$ cat src/rtl/display7_pkg.sv
// Shared constants and types for the 7-segment capture path.
package display7_pkg;

    // Lit segment patterns, bit order g..a (bit 0 = a).
    localparam logic [6:0] PAT_0     = 7'h3F;
    localparam logic [6:0] PAT_1     = 7'h06;
    localparam logic [6:0] PAT_2     = 7'h5B;
    localparam logic [6:0] PAT_3     = 7'h4F;
    localparam logic [6:0] PAT_4     = 7'h66;
    localparam logic [6:0] PAT_5     = 7'h6D;
    localparam logic [6:0] PAT_6     = 7'h7D;
    localparam logic [6:0] PAT_7     = 7'h07;
    localparam logic [6:0] PAT_8     = 7'h7F;
    localparam logic [6:0] PAT_9     = 7'h6F;
    localparam logic [6:0] PAT_E     = 7'h79;
    localparam logic [6:0] PAT_R     = 7'h50;
    localparam logic [6:0] PAT_O     = 7'h5C;
    localparam logic [6:0] PAT_BLANK = 7'h00;

    localparam logic [3:0] CODE_E     = 4'hA;
    localparam logic [3:0] CODE_R     = 4'hB;
    localparam logic [3:0] CODE_O     = 4'hC;
    localparam logic [3:0] CODE_BAD   = 4'hE;
    localparam logic [3:0] CODE_BLANK = 4'hF;

    localparam logic [15:0] FRAME_ERRO = {CODE_E, CODE_R, CODE_R, CODE_O};

    localparam logic [1:0] IDX_D1 = 2'd3;
    localparam logic [1:0] IDX_D2 = 2'd2;
    localparam logic [1:0] IDX_D3 = 2'd1;
    localparam logic [1:0] IDX_D4 = 2'd0;

    typedef enum logic [1:0] {HUNT, SETTLE, HELD} cap_state_t;

    typedef struct packed {
        logic       valid;
        logic [1:0] idx;
    } sel_t;

    // en_b = {D1, D2, D3, D4}, active-low; only a single low enable is a real digit.
    function automatic sel_t decode_select(input logic [3:0] en_b);
        sel_t s;
        s.valid = 1'b1;
        s.idx   = IDX_D4;
        case (en_b)
            4'b0111: s.idx = IDX_D1;
            4'b1011: s.idx = IDX_D2;
            4'b1101: s.idx = IDX_D3;
            4'b1110: s.idx = IDX_D4;
            default: s.valid = 1'b0;
        endcase
        return s;
    endfunction

endpackage

$ cat src/rtl/seg7_pattern_decode.sv
// Inverse of the forward segment decoder: lit pattern to digit code.
module seg7_pattern_decode
    import display7_pkg::*;
(
    input  logic [6:0] lit,
    output logic [3:0] code,
    output logic       bad
);

    // Table lookup; anything the forward decoder never emits is flagged.
    always_comb begin
        code = CODE_BAD;
        bad  = 1'b0;
        case (lit)
            PAT_0:     code = 4'h0;
            PAT_1:     code = 4'h1;
            PAT_2:     code = 4'h2;
            PAT_3:     code = 4'h3;
            PAT_4:     code = 4'h4;
            PAT_5:     code = 4'h5;
            PAT_6:     code = 4'h6;
            PAT_7:     code = 4'h7;
            PAT_8:     code = 4'h8;
            PAT_9:     code = 4'h9;
            PAT_E:     code = CODE_E;
            PAT_R:     code = CODE_R;
            PAT_O:     code = CODE_O;
            PAT_BLANK: code = CODE_BLANK;
            default: begin
                code = CODE_BAD;
                bad  = 1'b1;
            end
        endcase
    end

endmodule

$ cat src/rtl/display7_capture.sv
// Captures a multiplexed 4-digit 7-segment scan back into digit codes.
//
// state  | meaning
// HUNT   | no valid select seen since the last blanking gap
// SETTLE | sample latched, counting identical cycles toward capture
// HELD   | current sample already captured, waiting for a change
module display7_capture
    import display7_pkg::*;
#(
    parameter int SETTLE_CYC = 4,
    parameter int STALL_CYC  = 1024
) (
    input  logic        Clk,
    input  logic        Rst,
    input  logic [6:0]  SEGs,
    input  logic        SEG_P,
    input  logic        SEG_D1,
    input  logic        SEG_D2,
    input  logic        SEG_D3,
    input  logic        SEG_D4,
    output logic [15:0] Digits,
    output logic [3:0]  DotMask,
    output logic        Frame,
    output logic        Valid,
    output logic        BadPat,
    output logic        ErrMode,
    output logic        Stall
);

    localparam int CW = $clog2(SETTLE_CYC + 1);
    localparam int SW = $clog2(STALL_CYC + 1);
    localparam logic [CW-1:0] CNT_ONE     = CW'(1);
    localparam logic [CW-1:0] SETTLE_LAST = CW'(SETTLE_CYC);
    localparam logic [SW-1:0] STALL_LOAD  = SW'(STALL_CYC - 1);

    sel_t          sel;
    cap_state_t    state, state_nxt;
    logic [1:0]    lat_idx, lat_idx_nxt;
    logic [6:0]    lat_seg, lat_seg_nxt;
    logic          lat_dp, lat_dp_nxt;
    logic [CW-1:0] cnt, cnt_nxt;
    logic          same;
    logic          capture;
    logic [3:0]    code;
    logic          bad;
    logic [3:0]    seen, seen_nxt;
    logic [15:0]   digits_nxt;
    logic [3:0]    dot_nxt;
    logic          frame_done;
    logic          have_idx;
    logic [1:0]    stall_idx;
    logic [SW-1:0] stall_rem, stall_rem_nxt;

    assign sel  = decode_select({SEG_D1, SEG_D2, SEG_D3, SEG_D4});
    assign same = (sel.idx == lat_idx) && (SEGs == lat_seg) && (SEG_P == lat_dp);

    seg7_pattern_decode u_decode (
        .lit  (~SEGs),
        .code (code),
        .bad  (bad)
    );

    // Settle FSM: next state, sample latch and capture strobe.
    always_comb begin
        state_nxt   = state;
        lat_idx_nxt = lat_idx;
        lat_seg_nxt = lat_seg;
        lat_dp_nxt  = lat_dp;
        cnt_nxt     = cnt;
        capture     = 1'b0;
        if (!sel.valid) begin
            state_nxt = HUNT;
            cnt_nxt   = '0;
        end else if (state == SETTLE && same) begin
            cnt_nxt = cnt + CNT_ONE;
            if (cnt + CNT_ONE == SETTLE_LAST) begin
                capture   = 1'b1;
                state_nxt = HELD;
            end
        end else if (state == HELD && same) begin
            state_nxt = HELD;
        end else begin
            // Fresh sample: first select after a gap, or any change.
            lat_idx_nxt = sel.idx;
            lat_seg_nxt = SEGs;
            lat_dp_nxt  = SEG_P;
            cnt_nxt     = CNT_ONE;
            if (SETTLE_CYC == 1) begin
                capture   = 1'b1;
                state_nxt = HELD;
            end else begin
                state_nxt = SETTLE;
            end
        end
    end

    // Digit/point update and frame completion, including the capturing edge.
    always_comb begin
        digits_nxt = Digits;
        dot_nxt    = DotMask;
        seen_nxt   = seen;
        if (capture) begin
            digits_nxt[{sel.idx, 2'b00} +: 4] = code;
            dot_nxt[sel.idx]                  = ~SEG_P;
            seen_nxt[sel.idx]                 = 1'b1;
        end
        frame_done = &seen_nxt;
    end

    // Stall timer: reloads on a new digit, counts down on repeats, holds in gaps.
    always_comb begin
        stall_rem_nxt = stall_rem;
        if (sel.valid) begin
            if (!have_idx || sel.idx != stall_idx) begin
                stall_rem_nxt = STALL_LOAD;
            end else if (stall_rem != '0) begin
                stall_rem_nxt = stall_rem - 1'b1;
            end
        end
    end

    // All state registers with synchronous active-low reset.
    always_ff @(posedge Clk) begin
        if (!Rst) begin
            state     <= HUNT;
            lat_idx   <= '0;
            lat_seg   <= '0;
            lat_dp    <= 1'b0;
            cnt       <= '0;
            seen      <= '0;
            Digits    <= 16'hFFFF;
            DotMask   <= '0;
            Frame     <= 1'b0;
            Valid     <= 1'b0;
            BadPat    <= 1'b0;
            ErrMode   <= 1'b0;
            Stall     <= 1'b0;
            have_idx  <= 1'b0;
            stall_idx <= '0;
            stall_rem <= STALL_LOAD;
        end else begin
            state     <= state_nxt;
            lat_idx   <= lat_idx_nxt;
            lat_seg   <= lat_seg_nxt;
            lat_dp    <= lat_dp_nxt;
            cnt       <= cnt_nxt;
            Digits    <= digits_nxt;
            DotMask   <= dot_nxt;
            BadPat    <= capture & bad;
            Frame     <= frame_done;
            seen      <= frame_done ? 4'b0000 : seen_nxt;
            if (frame_done) begin
                Valid   <= 1'b1;
                ErrMode <= (digits_nxt == FRAME_ERRO);
            end
            have_idx  <= have_idx | sel.valid;
            if (sel.valid) begin
                stall_idx <= sel.idx;
            end
            stall_rem <= stall_rem_nxt;
            Stall     <= (have_idx | sel.valid) && (stall_rem_nxt == '0);
        end
    end

endmodule

$ cat config.mk
export PLATFORM = sky130hd
export DESIGN_NAME = display7_capture
export DESIGN_NICKNAME = d
export VERILOG_FILES = /design/src/rtl/display7_pkg.sv /design/src/rtl/seg7_pattern_decode.sv /design/src/rtl/display7_capture.sv
export SDC_FILE = /design/constraint.sdc
export NUM_CORES = 1
export LEC_CHECK = 0
export CORE_ASPECT_RATIO = 1.1
export CORE_MARGIN = 1.5
export CORE_UTILIZATION = 50
export CTS_CLUSTER_DIAMETER = 100
export DETAILED_ROUTE_END_ITERATION = 8
export DONT_BUFFER_PORTS = 1
export PLACE_DENSITY = 0.68
export SLEW_MARGIN = 20
export SYNTH_ARGS = -nofsm -noshare
export SYNTH_HDL_FRONTEND = slang
export SYNTH_SLANG_ARGS = --single-unit
$ cat constraint.sdc
create_clock -name Clk -period 7.83 [get_ports Clk]
set_input_delay 1.1745 -clock Clk [delete_from_list [all_inputs] [get_ports Clk]]
set_output_delay 1.1745 -clock Clk [all_outputs]
set_load 0.005 [all_outputs]
[Word level (Yosys, flattened, before mapping)]
Index checks and enable logic that the tools add are counted.
Storage, ports and cells
  register bits: 58
  bits in latches: 0
  bits in writable memories: 0
  memory bits (read-only): 0
  input port bits: 14
  output and inout bits: 25
  logic and storage cells: 96
  memories kept: 0
Operators by class
  add/sub/neg operators: 3
  multiply operators: 0
  div/mod/pow operators: 0
  $lt $le $gt $ge: 2
  equality and inequality tests: 27
  shifts and indexed selects: 2
  mux-type cells: 21
  bitwise gates (word level): 8
  reductions and logical operators: 17
Operator list (count)
  $eq 7x7->1 const B: 10
  $pmux 4 s14: 1
  $mux 11: 3
  $bwmux 16: 1
  $eq 16x16->1 const B: 1
  $mux 16: 1
  $shift 4x6->16 const A: 1
  $shiftx 4x6->16: 1
  $eq 7x3->1 const B: 2
  $reduce_or 14->1: 1
  $eq 4x4->1 const B: 3
  $logic_not 11->1: 1
  $reduce_bool 11->1: 1
  $sub 11x1->11 const B: 1
  $eq 7x6->1 const B: 1
  $eq 7x7->1: 1
  $logic_not 7->1: 1
  $not 7->7: 1
  $logic_and 1x1->1: 6
  $mux 1: 6
  $mux 2: 3
  $mux 3: 2
  $neg 4->6: 1
  $pmux 2 s3: 1
  other kinds (26): 29

[Depth between registers and ports, before layout]
Gate-level depths: netlist of the first run.
  depth after elaboration: 11
  mapped depth: 11
  gate-level depth less buffers: 10

[Cells and area by module]
Synthesis of the first run repeated with hierarchy kept, for this count alone.
Unflattened totals
  cell total of the unflattened synthesis: 412
  area, all modules: 3402.0 um2
By module, submodules not included
  display7_capture: times used 1, cells each 365, area each 3064.2 um2, sequential area each 1161.1 um2
  seg7_pattern_decode: times used 1, cells each 47, area each 337.8 um2, sequential area each 0.0 um2

[Worst setup path before layout of the first run]
Ideal clock, no wire load.
  path kind: input-to-reg
  start: in SEG_D2
  end: reg ErrMode
  setup time: 0.088 ns
  arrival: 3.683 ns
  required time: 7.742 ns
  slack: 4.059 ns
  stages on the path: 10
  buffers on the path: 1
  cells stage by stage: buf_4 -> xnor2_1 -> nor2_1 -> ha_1 -> nor3b_1 -> nand4_1 -> a2111oi_4 -> o22ai_1 -> or4b_1 -> o32ai_2
RTL lines
  start, declared: RTL line display7_capture.sv:18  | input logic SEG_D2,
  end signal, assigned: RTL line display7_capture.sv:154  | ErrMode <= (digits_nxt == FRAME_ERRO);
  end, declared: RTL line display7_capture.sv:26  | output logic ErrMode,

==> flow_metrics.tcl, run 1 <==
set metrics [dict create \
    hold_class "reg2reg" \
    relSlewSlack_pct 49.21 \
    ys_seq_elements 58 \
    post_cts_resized 0 \
    ys_seq_area_share_pct 34.26 \
    clk_latency_ns 0.34 \
    yosysMostFrequentCell "dfxtp_1" \
    syn-cell-area_um2 3390 \
    grt_max_degree 23 \
    final_nets 418 \
    pin_count 39 \
    final_area_um2 3556 \
    cp_slowest_cell "or4b_1" \
    cts_tree "done" \
    yosysWarnings 0 \
    cts_sinks 58 \
    cp-start-kind "primary input" \
    ys_top_cells_by_count "dfxtp_1, nand2_1, nor2_1" \
    initial_core_util_pct 51.71 \
    synth_edf_count 0 \
    preCtsSetupSlack_ns 3.837 \
    postCtsHoldBufs 0 \
    drtPass1Iterations 4 \
    setup_ws_ns 4.193 \
    finalMaxSlewViolations 0 \
    yosys.area.top_type "dfxtp_1" \
    async_flop_share_pct 0 \
    grt_antenna_before_repair 0 \
    finClkSkew_ns 0.01115 \
    postPlaceCellArea_um2 3367 \
    syn-num-nets 430 \
    dieWidth_um 81.51 \
    portBuffers 0 \
    cts_made_buffers 9 \
    drive_gt1_share_pct 8.271 \
    worstMarginPinSlew_ns 0.7610 \
    h-tree-depth 3 \
    route.detailed.drc 0 \
    rsz0062_at_grt "no" \
    end_kind "register" \
    critical_path_class "in2reg" \
    maxCapViolCount 0 \
    setup_tns_ns 0 \
    die_area_um2 7283 \
    wirelength_um 7727 \
    leakage_nw 1.353 \
    critPathTopFamily "simple AND/OR/NAND/NOR gates" \
    wl_per_cell_um 16.06 \
    antenna_cells 0 \
    viasPerCell 5.950 \
    post_cts_buffers 0 \
    crit_arrival_ns 3.89 \
    vdd_drop_max_v 0.00009579 \
    syn_avg_cell_area_um2 8.349 \
    worst-path-buf-inv 1 \
    post-dp-hpwl_um 5492 \
    yosysUniqueCellTypes 64 \
    drt_iter0_markers 139 \
    place.gp.congestion 0.8764 \
    synth_top_area_share_pct 34.26 \
    grt_first_pass_wirelength_um 12440 \
    cts_root_buf "clkbuf_8" \
    grt_pass1_vias 2642 \
    grt_usage_pct 22.30 \
    report.final.setup_viol 0 \
    p_per_area_nw_per_um2 177.1 \
    clock.fmax_mhz 274.9 \
    fin_crit_sh_pct 46.46 \
    vias 2862 \
    synthCells 406 \
    antenna_left 0 \
    path_cells "xnor2_1, nor2_1, inv_1, ha_1, nor2b_1, nand2_1, a2111oi_4, o22ai_1, or4b_1, o32ai_2" \
    min_period_ns 3.637 \
    grt.overflow.total 0 \
    required_ns 8.08 \
    cts.clk_slew.worst_paths_ns 0.07 \
    clock_path_buffers 2 \
    die_y_um 89.36 \
    crit_fanout 13 \
    core_area_um2 6555 \
    num_rows 31 \
    synthFlopType "dfxtp_1" \
    hold_violations 0 \
    syn2layout_area_growth_pct 4.910 \
    netlist_top_cells_area "dfxtp_1, nand2_1, mux2i_1" \
    slowest_delay_ns 0.51 \
    outcome "complete, no violations" \
]
-- through the flow --
step                utilization [%]  std cells  power [mW]  hold WS, ns
finish                        54.25        481      0.6297       0.4795
global placement              51.36        465      0.3685       0.4572
floorplan                         -        406      0.3684       0.4460
CTS                           54.19        481      0.6340       0.4788
global route                  54.25        481      0.6528       0.5009
detailed placement            51.36        465      0.3694       0.4658
-- sequential cells by signal (all words and copies together), names as in the netlist, 3 cells and up --
register,count
cnt,3
seen,4
lat_seg,7
stall_rem,11
Digits,16
DotMask,4
-- worst reg2reg max path, delay by kind of cell (launching register included) --
kind	cells	cell delay, ns
AO/OA/AOI/OAI	4	1.42
AND/OR/NAND/NOR	3	1.31
flip-flops	1	0.34
-- power by group --
group	internal [mW]	total (mW)	switching (mW)
sequential	0.301	0.306	0.00507
clock	0.145	0.266	0.122
combinational	0.0237	0.0578	0.0341
total	0.469	0.630	0.161
-- final cells by class --
class	count	area, um2
Clock buffer	10	127.6
Clock inverter	6	57.56
Fill cell	662	2999
Inverter	12	45.04
Multi-Input combinational cell	312	2054
Sequential cell	58	1161
Tap cell	82	102.6
Timing Repair Buffer	1	7.507
-- layout by cell type (no fill, tap or decap), types with 3 or more instances in the layout --
cell type,netlist,routed
dfxtp_1,58,58
nand2_1,51,51
nor2_1,39,39
nor3_1,21,21
xor2_1,16,16
a21oi_1,17,16
mux2i_1,15,15
nand3_1,12,12
inv_1,12,12
ha_1,10,10
o21ai_0,9,9
clkbuf_8,0,9
xnor2_1,7,7
o211ai_1,7,7
nand2b_1,7,7
and2_1,7,7
nand4b_1,6,6
or3_1,6,6
and3_1,5,5
nand3b_1,5,5
nand4_1,5,5
nor2b_1,4,4
clkinv_2,0,4
o311ai_0,3,3
nor3b_1,3,3
a31oi_1,3,3
o31ai_1,3,3
a41oi_1,3,3
-- cells by family (layout without fill, tap and decap cells) --
group | Yosys count | count (layout) | share of synthesized area [%]
XOR/XNOR | 24 | 24 | 6.423
AND/OR/NAND/NOR | 192 | 192 | 30.08
AO/OA/AOI/OAI | 70 | 70 | 15.54
flip-flops | 58 | 58 | 34.26
buffers and inverters | 36 | 29 | 5.242
multiplexers | 16 | 16 | 4.762
adder cells (fa/ha/maj) | 10 | 10 | 3.691
-- final timing paths --
kind	slack, ns	depth (start not counted)	end	startpoint
setup / recovery	4.19	10	ErrMode	SEG_D1
hold / removal	0.48	2	seen[0]	seen[0]
setup reg to reg	4.68	7	ErrMode	lat_idx[1]
hold reg to reg	0.48	2	seen[0]	seen[0]
-- metal layers --
| layer | routed length [um] | global-route usage (%) |
|---|---|---|
| met3 | 468 | 6.837 |
| met2 | 3494 | 35.84 |
| met4 | 95 | 8.777 |
| met5 | 0 | 0 |
| met1 | 3668 | 27.82 |
Power figures use the tool's default switching activity.
==> run 2, diff against run 1 <==
--- a/config.mk
+++ b/config.mk
@@ -11,7 +11,7 @@
 export CTS_CLUSTER_DIAMETER = 100
 export DETAILED_ROUTE_END_ITERATION = 8
 export DONT_BUFFER_PORTS = 1
-export PLACE_DENSITY = 0.68
+export PLACE_DENSITY = 0.71
 export SLEW_MARGIN = 20
 export SYNTH_ARGS = -nofsm -noshare
 export SYNTH_HDL_FRONTEND = slang
==> constraint.sdc (replaced) <==
create_clock -name Clk -period 3.1 [get_ports Clk]
set_input_delay 0.465 -clock Clk [delete_from_list [all_inputs] [get_ports Clk]]
set_output_delay 0.465 -clock Clk [all_outputs]
set_load 0.005 [all_outputs]
==> flow_metrics.tcl, run 2 (synthesis results as in run 1) <==
set metrics [dict create \
    worstSetupStartpoint "lat_idx[1]" \
    vdd_drop_max_v 0.0002450 \
    cp-start-kind "register" \
    dieWidth_um 81.51 \
    critPathTopFamily "simple AND/OR/NAND/NOR gates" \
    cts_tree "done" \
    required_ns 3.36 \
    drive_gt1_share_pct 10.07 \
    r2r-end "ErrMode" \
    crit_arrival_ns 3.16 \
    syn2layout_area_growth_pct 6.275 \
    viasPerCell 5.892 \
    worst-path-buf-inv 0 \
    antenna_cells 0 \
    clock.fmax_mhz 344.5 \
    relSlewSlack_pct 46.89 \
    fin_crit_sh_pct 93.64 \
    hold_class "in2reg" \
    grt_first_pass_wirelength_um 12520 \
    grt.overflow.total 0 \
    setup_tns_ns 0 \
    vias 2881 \
    cts.clk_slew.worst_paths_ns 0.07 \
    r2r_cells 7 \
    rsz0062_at_grt "no" \
    cts_sinks 58 \
    grt_max_degree 23 \
    wl_per_cell_um 15.78 \
    outcome "complete, no violations" \
    final_cell_mix "dfxtp_1, nand2_1, nor2_1, nor3_1" \
    wirelength_um 7714 \
    largestRegisters "Digits: 16 flops, stall_rem: 11 flops, lat_seg: 7 flops" \
    antenna_left 0 \
    report.final.setup_viol 0 \
    cts_made_buffers 9 \
    largest_register_ffs 16 \
    worstSetupEndpoint "ErrMode" \
    grt_usage_pct 22.38 \
    reg2reg_slack_ns 0.20 \
    hold_violations 0 \
    top_register "Digits" \
    post-dp-hpwl_um 5576 \
    drt_iter0_markers 187 \
    place.gp.congestion 0.8786 \
    route.detailed.drc 0 \
    portBuffers 0 \
    drtPass1Iterations 5 \
    p_per_area_nw_per_um2 425.6 \
    reg2reg_from "lat_idx[1]" \
    fin_total_pwr_mw 1.533 \
    postCtsHoldBufs 0 \
    grt_antenna_before_repair 0 \
    clk_latency_ns 0.34 \
    clock_path_buffers 2 \
    leakage_nw 1.382 \
    maxCapViolCount 0 \
    holdWs_ns 0.1983 \
    cp.depth 7 \
    finClkSkew_ns 0.006358 \
    min_period_ns 2.903 \
    path_cells "or3b_2, a21oi_1, o311a_1, nand3_2, o31ai_1, or4b_1, o32ai_2" \
    num_rows 31 \
    core_area_um2 6555 \
    grt_pass1_vias 2645 \
    end_kind "register" \
    cts_root_buf "clkbuf_8" \
    post_cts_resized 0 \
    critical_path_class "reg2reg" \
    cp_slowest_cell "or4b_1" \
    crit_fanout 10 \
    worstMarginPinSlew_ns 0.7957 \
    final_nets 426 \
    die_area_um2 7283 \
    post_cts_buffers 0 \
    initial_core_util_pct 51.71 \
    final_common_cell "dfxtp_1" \
    pin_count 39 \
    finalMaxSlewViolations 0 \
    h-tree-depth 3 \
    die_y_um 89.36 \
    slowest_delay_ns 0.50 \
]
run 2: report_power, final:
part / switching, mW / total, mW / internal (mW)
logic: 0.0892 / 0.153 / 0.0634
clock network: 0.301 / 0.609 / 0.307
registers: 0.0126 / 0.772 / 0.759
run 2: worst min path at each step:
stage / startpoint / to / slack, ns / depth (start not counted)
detailed placement: seen[1] / seen[1] / 0.47 / 2
floorplan: have_idx / have_idx / 0.45 / 2
finish: Rst / Digits[12] / 0.20 / 1
global route: Rst / Digits[15] / 0.19 / 1
CTS: Rst / Digits[12] / 0.18 / 1
global placement: have_idx / have_idx / 0.46 / 2
run 2: area by class of cell:
class	instances	area (um2)
timing repair buffer	9	67.56
tap	82	102.6
clock inverter	5	30.03
sequential	58	1161
multi-input combinational	312	2054
clock buffer	11	141.4
inverter	12	45.04
fill	602	2953
run 2: routing by layer:
layer	wire, um	track usage, %	vias up
met3	487	7.959	20
met4	207	10.97	0
met2	3575	34.79	75
met1	3445	27.36	1334
met5	0	0	-
li1	-	-	1452
run 2: through the flow:
step | setup slack [ns] | cell area, um2 | utilization [%] | cells
CTS | 0.2405 | 3598 | 54.90 | 489
detailed placement | 0.1861 | 3427 | 52.28 | 473
floorplan | 0.03867 | 3390 | - | 406
finish | 0.1970 | 3602 | 54.95 | 489
global placement | 0.2214 | 3427 | 52.28 | 473
global route | 0.06150 | 3602 | 54.95 | 489
